$ cat src/rtl/decode_sequencer.sv
// decode_sequencer: top-level sequencer for the decode flow and single owner
// of the shared SRAM port. Flow: VGA display -> UART image load -> M2 (IDCT)
// -> M1 (upsample/CSC) -> back to VGA display.
// Optional feature: define SEQ_WATCHDOG_EN to bound the M2/M1 waits with a
// watchdog that returns to idle and raises a sticky error flag.
module decode_sequencer #(
  parameter int UART_TIMEOUT = 50000000,
  parameter int WDOG_CYCLES  = 33554431,
  parameter int ADDR_W       = 18
) (
  input  logic              Clock_50,
  input  logic              Resetn,
  input  logic              UART_RX_I,
  output logic              UART_rx_initialize,
  output logic              UART_rx_enable,
  output logic              start_M2,
  output logic              start_M1,
  input  logic              finish_M2,
  input  logic              finish_M1,
  output logic              VGA_enable,
  output logic [1:0]        owner,
  output logic              busy,
  output logic              done,
  output logic              error,
  input  logic [ADDR_W-1:0] UART_SRAM_address,
  input  logic [15:0]       UART_SRAM_write_data,
  input  logic              UART_SRAM_we_n,
  input  logic [ADDR_W-1:0] M2_SRAM_address,
  input  logic [15:0]       M2_SRAM_write_data,
  input  logic              M2_SRAM_we_n,
  input  logic [ADDR_W-1:0] M1_SRAM_address,
  input  logic [15:0]       M1_SRAM_write_data,
  input  logic              M1_SRAM_we_n,
  input  logic [ADDR_W-1:0] VGA_SRAM_address,
  output logic [ADDR_W-1:0] SRAM_address,
  output logic [15:0]       SRAM_write_data,
  output logic              SRAM_we_n
);

  // One timer serves both the UART inactivity count and the watchdog.
  localparam int TIMER_MAX = (UART_TIMEOUT > WDOG_CYCLES) ? UART_TIMEOUT : WDOG_CYCLES;
  localparam int TIMER_W   = $clog2(TIMER_MAX + 1);
  localparam logic [TIMER_W-1:0] UART_LAST = TIMER_W'(UART_TIMEOUT - 1);
`ifdef SEQ_WATCHDOG_EN
  localparam logic [TIMER_W-1:0] WDOG_LAST = TIMER_W'(WDOG_CYCLES);
`endif

  // State encoding doubles as the SRAM owner code.
  typedef enum logic [1:0] {
    S_IDLE    = 2'd0,
    S_UART_RX = 2'd1,
    S_M2_WAIT = 2'd2,
    S_M1_WAIT = 2'd3
  } state_t;

  state_t             state_q, state_d;
  logic [TIMER_W-1:0] timer_q, timer_d;
  logic               init_q, init_d;
  logic               rx_en_q, rx_en_d;
  logic               start_m2_q, start_m2_d;
  logic               start_m1_q, start_m1_d;
  logic               done_q, done_d;
  logic               vga_en_q, vga_en_d;
  logic               error_q, error_d;

  // Next-state and next-output computation for the sequencer.
  always_comb begin
    // NOTE: every variable gets a default first so no path leaves one unassigned (no latches).
    state_d    = state_q;
    timer_d    = timer_q;
    init_d     = 1'b0;
    rx_en_d    = 1'b0;
    start_m2_d = 1'b0;
    start_m1_d = 1'b0;
    done_d     = 1'b0;
    vga_en_d   = vga_en_q;
    error_d    = error_q;
    case (state_q)
      S_IDLE: begin
        timer_d = '0;
        if (!UART_RX_I) begin
          state_d  = S_UART_RX;
          init_d   = 1'b1;
          vga_en_d = 1'b0;
          error_d  = 1'b0;
        end
      end
      S_UART_RX: begin
        rx_en_d = init_q;
        // A fresh UART write restarts the idle count even at the terminal value.
        if (!UART_SRAM_we_n) begin
          timer_d = '0;
        end else if (timer_q == UART_LAST) begin
          state_d    = S_M2_WAIT;
          start_m2_d = 1'b1;
          timer_d    = '0;
        end else begin
          timer_d = timer_q + 1'b1;
        end
      end
      S_M2_WAIT: begin
        if (finish_M2) begin
          state_d    = S_M1_WAIT;
          start_m1_d = 1'b1;
          timer_d    = '0;
        end
`ifdef SEQ_WATCHDOG_EN
        else if (timer_q == WDOG_LAST) begin
          state_d  = S_IDLE;
          error_d  = 1'b1;
          vga_en_d = 1'b1;
          timer_d  = '0;
        end else begin
          timer_d = timer_q + 1'b1;
        end
`endif
      end
      S_M1_WAIT: begin
        if (finish_M1) begin
          state_d  = S_IDLE;
          done_d   = 1'b1;
          vga_en_d = 1'b1;
          timer_d  = '0;
        end
`ifdef SEQ_WATCHDOG_EN
        else if (timer_q == WDOG_LAST) begin
          state_d  = S_IDLE;
          error_d  = 1'b1;
          vga_en_d = 1'b1;
          timer_d  = '0;
        end else begin
          timer_d = timer_q + 1'b1;
        end
`endif
      end
      default: begin
        state_d  = S_IDLE;
        timer_d  = '0;
        vga_en_d = 1'b1;
      end
    endcase
  end

  // Sequencer registers: state, timer and all registered handshake outputs.
  always_ff @(posedge Clock_50 or negedge Resetn) begin
    if (!Resetn) begin
      state_q    <= S_IDLE;
      timer_q    <= '0;
      init_q     <= 1'b0;
      rx_en_q    <= 1'b0;
      start_m2_q <= 1'b0;
      start_m1_q <= 1'b0;
      done_q     <= 1'b0;
      vga_en_q   <= 1'b1;
      error_q    <= 1'b0;
    end else begin
      // NOTE: non-blocking assignments so every flop samples pre-edge values.
      state_q    <= state_d;
      timer_q    <= timer_d;
      init_q     <= init_d;
      rx_en_q    <= rx_en_d;
      start_m2_q <= start_m2_d;
      start_m1_q <= start_m1_d;
      done_q     <= done_d;
      vga_en_q   <= vga_en_d;
      error_q    <= error_d;
    end
  end

  assign UART_rx_initialize = init_q;
  assign UART_rx_enable     = rx_en_q;
  assign start_M2           = start_m2_q;
  assign start_M1           = start_m1_q;
  assign done               = done_q;
  assign VGA_enable         = vga_en_q;
  assign error              = error_q;
  assign owner              = state_q;
  assign busy               = (state_q != S_IDLE);

  // SRAM port mux: exactly one requester drives the port, chosen by owner.
  always_comb begin
    SRAM_address    = VGA_SRAM_address;
    SRAM_write_data = 16'h0000;
    SRAM_we_n       = 1'b1;
    case (owner)
      2'd1: begin
        SRAM_address    = UART_SRAM_address;
        SRAM_write_data = UART_SRAM_write_data;
        SRAM_we_n       = UART_SRAM_we_n;
      end
      2'd2: begin
        SRAM_address    = M2_SRAM_address;
        SRAM_write_data = M2_SRAM_write_data;
        SRAM_we_n       = M2_SRAM_we_n;
      end
      2'd3: begin
        SRAM_address    = M1_SRAM_address;
        SRAM_write_data = M1_SRAM_write_data;
        SRAM_we_n       = M1_SRAM_we_n;
      end
      default: begin
        SRAM_address    = VGA_SRAM_address;
        SRAM_write_data = 16'h0000;
        SRAM_we_n       = 1'b1;
      end
    endcase
  end

endmodule

$ cat config.mk
export PLATFORM = sky130hd
export DESIGN_NAME = decode_sequencer
export DESIGN_NICKNAME = d
export VERILOG_FILES = /design/src/rtl/decode_sequencer.sv
export SDC_FILE = /design/constraint.sdc
export NUM_CORES = 1
export LEC_CHECK = 0
export CORE_UTILIZATION = 60
export CTS_BUF_LIST = sky130_fd_sc_hd__clkbuf_4 sky130_fd_sc_hd__clkbuf_8
export DETAILED_ROUTE_END_ITERATION = 8
export DONT_BUFFER_PORTS = 1
export PLACE_DENSITY = 0.88
export SLEW_MARGIN = 5
export SYNTH_ARGS = -nofsm -noshare
export SYNTH_HDL_FRONTEND = slang
export SYNTH_SLANG_ARGS = --single-unit
$ cat constraint.sdc
create_clock -name Clock_50 -period 1.9 [get_ports Clock_50]
set_input_delay 0.19 -clock Clock_50 [delete_from_list [all_inputs] [get_ports Clock_50]]
set_output_delay 0.19 -clock Clock_50 [all_outputs]
set_load 0.02 [all_outputs]
==> results of run 1 <==
[repair_timing]
action,in CTS
setup buffers,11
endpoints found under the hold margin,35
gates resized for setup,47
setup endpoints to repair,58
pin swaps,58
hold buffers,3
gates cloned,5
[metal layers]
layer | track usage | GRT overflow
met1 | 0.895 | 7
met4 | 1.22 | 113
met3 | 0.820 | 1
met2 | 1.19 | 164
met5 | 0.542 | 1
[metrics by stage]
stage / worst slack (ns) / hold WS [ns] / TNS [ns] / instances
4_1_cts: -0.165 / 0.0311 / -3.66 / 414
3_5_place_dp: -0.120 / -0.105 / -1.63 / 387
3_3_place_gp: -0.0429 / -0.105 / -0.469 / 387
2_1_floorplan: -0.0801 / -0.106 / -0.831 / 307
[logic make-up after synthesis]
logic type | count (synthesis) | synth area share
AO/OA/AOI/OAI | 76 | 0.228
flip-flops | 34 | 0.335
buffers and inverters | 30 | 0.0522
AND/OR/NAND/NOR | 147 | 0.308
multiplexers | 2 | 0.00984
adder cells (fa/ha/maj) | 5 | 0.0246
other | 1 | 0.00147
XOR/XNOR | 12 | 0.0413
[cell usage after synthesis, types with 2 or more instances]
cell      number  area (um2)
or4b_4         2        27.5
nor3_2         2        20.0
nor2_1        52         195
a21oi_1       25         125
nand4_1        6        37.5
xnor2_1       12         105
nand2b_1       3        18.8
or4_1          2        15.0
a31oi_1        2        12.5
inv_1          7        26.3
o41ai_1        2        17.5
nand2_1       23        86.3
clkbuf_1      18        67.6
nor4_1         6        37.5
buf_6          2        22.5
or3_1          3        18.8
a222oi_1      34         340
and2_1         4        25.0
dfrtp_1       33         826
and4_1         3        26.3
and3_1         2        12.5
nor3_1         5        25.0
o211ai_1       2        15.0
nor4_2         3        37.5
ha_1           5        62.6
o21ai_0        7        35.0
nand3_1       24         120
==> metrics, run 1 <==
status stopped before the end; Last stage 5_1_grt; tool error [ERROR GRT-0232] Routing congestion too high. Check the congestion heatmap in the GUI.; placed wire-length estimate 7450 um; Root Buffer clkbuf_8; die height 67.1 um; cells after synthesis 307; most used flip-flop cell after synthesis dfrtp_1; syn nets between 400 and 500; total track usage 1.00; Seq/Total Area, Yosys 0.335; GRT Residual Overflow approximately 290; mean area per synthesized cell between 8 and 9 um2; # IOs around 170; worst ep type output port; flops & latches, synth 34; Starting Density 0.631; floorplan row count 23; GPL Wtd Cong about 0.86; clk buf depth 2; Yosys Warn Count 0; fraction of registers with async set/reset 1.00; largest net degree at the start of global routing 35; distinct cell type count after synthesis between 40 and 50; clk sink count 34; die width between 60 and 70 um; Mapped Area between 2000 and 3000 um2; number of CTS-inserted buffers 5; Post-synth EDFFs 0; worst setup endpoint GRT SRAM_address[1]; DP Area between 3000 and 4000 um2; H-tree depth 2; count of input and output buffers 0
==> run 2: changes to the inputs <==
- CORE_UTILIZATION: 60 -> 40
- CTS_BUF_LIST: sky130_fd_sc_hd__clkbuf_4 sky130_fd_sc_hd__clkbuf_8 -> not set
- PLACE_DENSITY: 0.88 -> not set
- PLACE_DENSITY_LB_ADDON: not set -> 0.15
- clock period: 1.9 -> 2.5 ns (I/O delays scaled with it)
==> run 2 against run 1 <==
  * The flow now finishes without violations
  * Synthesized area is the same
  * Synthesized cell count stayed put
==> metrics, run 2 <==
most frequent cells in the layout nor2_1 (52), buf_4 (45), a222oi_1 (34), dfrtp_1 (33), a21oi_1 (25); status complete, no violations; worst r2r src timer_q[0]$_DFFE_PN0N_; mux share of post-synthesis cell area 0.00984 (unchanged); Post-synth EDFFs 0 (unchanged); fraction of registers with async set/reset 1.00 (unchanged); wire per inst about 21 um; floorplan row count 28 (+22%); GRT Residual Overflow 0; Starting Density 0.422 (-0.209); Achievable Freq 0.415 GHz; Post-synth top cells nor2_1 (52), a222oi_1 (34), dfrtp_1 (33), a21oi_1 (25), nand3_1 (24); main combinational cell family by area after synthesis simple AND/OR/NAND/NOR gates; top-count cell post-synth nor2_1; Peak VDD IR between 200 and 300 uV; CTS resizes 0 (-100%); layout cells sized above 1 0.196; vias in the first global route 2305; Final Hold Fails 0; Mapped Area 2540 um2 (unchanged); mean area per synthesized cell 8.28 um2 (unchanged); largest net degree at the start of global routing 37; # placed instances 406 (+4.9%); Clock Latency Late Sink just under 0.3 ns; Period Utilization, post-route 0.964; RSZ-0062 raised after global routing no; Die ar. between 6000 and 7000 um2; simple-gate share of the synthesized area 0.308 (unchanged); type of the worst setup path register to output port; first-pass iteration count of the detailed router 8; Synth Area in XOR/XNOR 0.0413 (unchanged); Leakage between 0.001 and 0.0015 uW; Slew Limit Fails 0; Ant. Diodes 0; die width 81.7 um (+22%); most used flip-flop cell after synthesis dfrtp_1; cells after synthesis 307 (unchanged); Via Count 2708; count of input and output buffers 0 (unchanged); total track usage 0.258; syn nets 440 (unchanged); Yosys Warn Count 0 (unchanged); synth top area cells dfrtp_1 (32%), a222oi_1 (13%), nor2_1 (7.7%); commonest non-fill, non-tap cell in the layout nor2_1; CP Max Fanout 24; Startpoint Class register; H-tree depth 2 (unchanged); initial DRC count roughly 480; initial antenna violation count 0; Hold Path Class primary input to register; Largest Register timer_q; Setup-failing EPs final 0; number of CTS-inserted buffers 5 (unchanged); Period minus WS final approximately 2.4 ns; Via density 6.49; setup TNS 0 ns; power density over cell area about 380 nW/um2; Compound-Gate Fraction of Synth Area 0.228 (unchanged); placed wire-length estimate 6930 um (-7.0%); distinct cell type count after synthesis 45 (unchanged); Seq/Total Area, Yosys 0.335 (unchanged); Arrival @ worst endpoint ~2.2 ns; Antenna Nets Post-Route 0; Worst Setup End Kind output port; hold wc startpoint finish_M1; area grow syn2layout 19.5%; flops & latches, synth 34 (unchanged); area share of the largest cell type after synthesis 0.325 (unchanged); Req. time, crit path between 2 and 2.5 ns; Yosys top cell by area dfrtp_1; Worst-path clk slew ~0.070 ns; final clock skew ~0.0055 ns; GPL Wtd Cong 0.872 (+1.4%); Layout Cells excl Fill ~420; core box area around 6000 um2; clk sink count 34 (unchanged); Root Buffer clkbuf_8; max FFs per register 26; global-route wire length before repair around 13000 um; die height 81.7 um (+22%); clk buf depth 2 (unchanged); CTS tree built; total of max-cap violations 0; DRC errors left 0; # IOs 173 (unchanged); WL final around 9000 um; fin nets around 470; Synth Area in Adders 0.0246 (unchanged); CP Launch Point owner[1]$_DFFE_PN0P_
## run 2: cell counts after synthesis
No cell type changed its count.
## run 2: where the power goes
group | switching (uW) | internal [uW]
registers | 4.03 | 554
clock network | 201 | 225
logic | 96.0 | 72.3
total | 301 | 851
## run 2: cell families (layout without fill, tap and decap cells)
logic type / Yosys count / in the layout
other: 1 / 1
DFF: 34 / 34
buffers and inverters: 30 / 65
muxes: 2 / 2
xor gates and xnor gates: 12 / 12
AOI/OAI and AO/OA: 76 / 76
and+or+nand+nor: 147 / 147
adders and majority gates: 5 / 5
## run 2: final timing paths
kind	end	slack, ns	depth (start not counted)
max in group asynchronous	VGA_enable$_DFFE_PN1P_	1.84	2
min in group asynchronous	timer_q[22]$_DFFE_PN0N_	0.42	2
min reg2reg	timer_q[1]$_DFFE_PN0N_	0.52	2
max	SRAM_write_data[1]	0.09	6
max reg2reg	owner[1]$_DFFE_PN0P_	0.31	6
min	done$_DFF_PN0_	0.09	1
## run 2: per-layer routing
metal	part of all wire	vias to the layer above	global-route usage
li1	-	1248	-
met1	0.43	1281	0.377
met2	0.45	169	0.374
met3	0.10	10	0.0589
met4	0.014	0	0.0719
met5	0	-	0
## run 2: final cells by class
| cell class | instances | area (um2) |
|---|---|---|
| clock buffers | 8 | 90.1 |
| repair buffers | 50 | 418 |
| flip-flops and latches | 34 | 852 |
| inverters | 7 | 26.3 |
| multi-input cells | 243 | 1560 |
| well taps | 75 | 93.8 |
| fillers | 596 | 2990 |
## run 2: metrics by stage
stage | hold WS [ns] | setup WS [ns] | cell area (um2) | total power, uW | utilization
floorplan | -0.0456 | 0.447 | 2540 | 665 | -
global placement | -0.0447 | 0.310 | 2910 | 719 | 0.483
detailed placement | -0.0444 | 0.320 | 2910 | 718 | 0.483
CTS | 0.00718 | 0.119 | 3030 | 1150 | 0.502
global route | 0.0833 | 0.00725 | 3040 | 1190 | 0.504
finish | 0.0882 | 0.0889 | 3040 | 1150 | 0.504
## run 2: critical path, stage by stage (launching register included)
cell and delay (ns):
dfrtp_1 0.55, inv_1 0.12, ha_1 0.21, buf_4 0.22, a222oi_1 0.50, nor2_1 0.09
buf_4 0.18
## run 2: what timing repair did
| item | 4_1_cts | 5_1_grt |
|---|---|---|
| hold endpoints to repair | 34 | 1 |
| setup buffers | 0 | 0 |
| hold buffers | 2 | 1 |
Power figures use the tool's default switching activity.
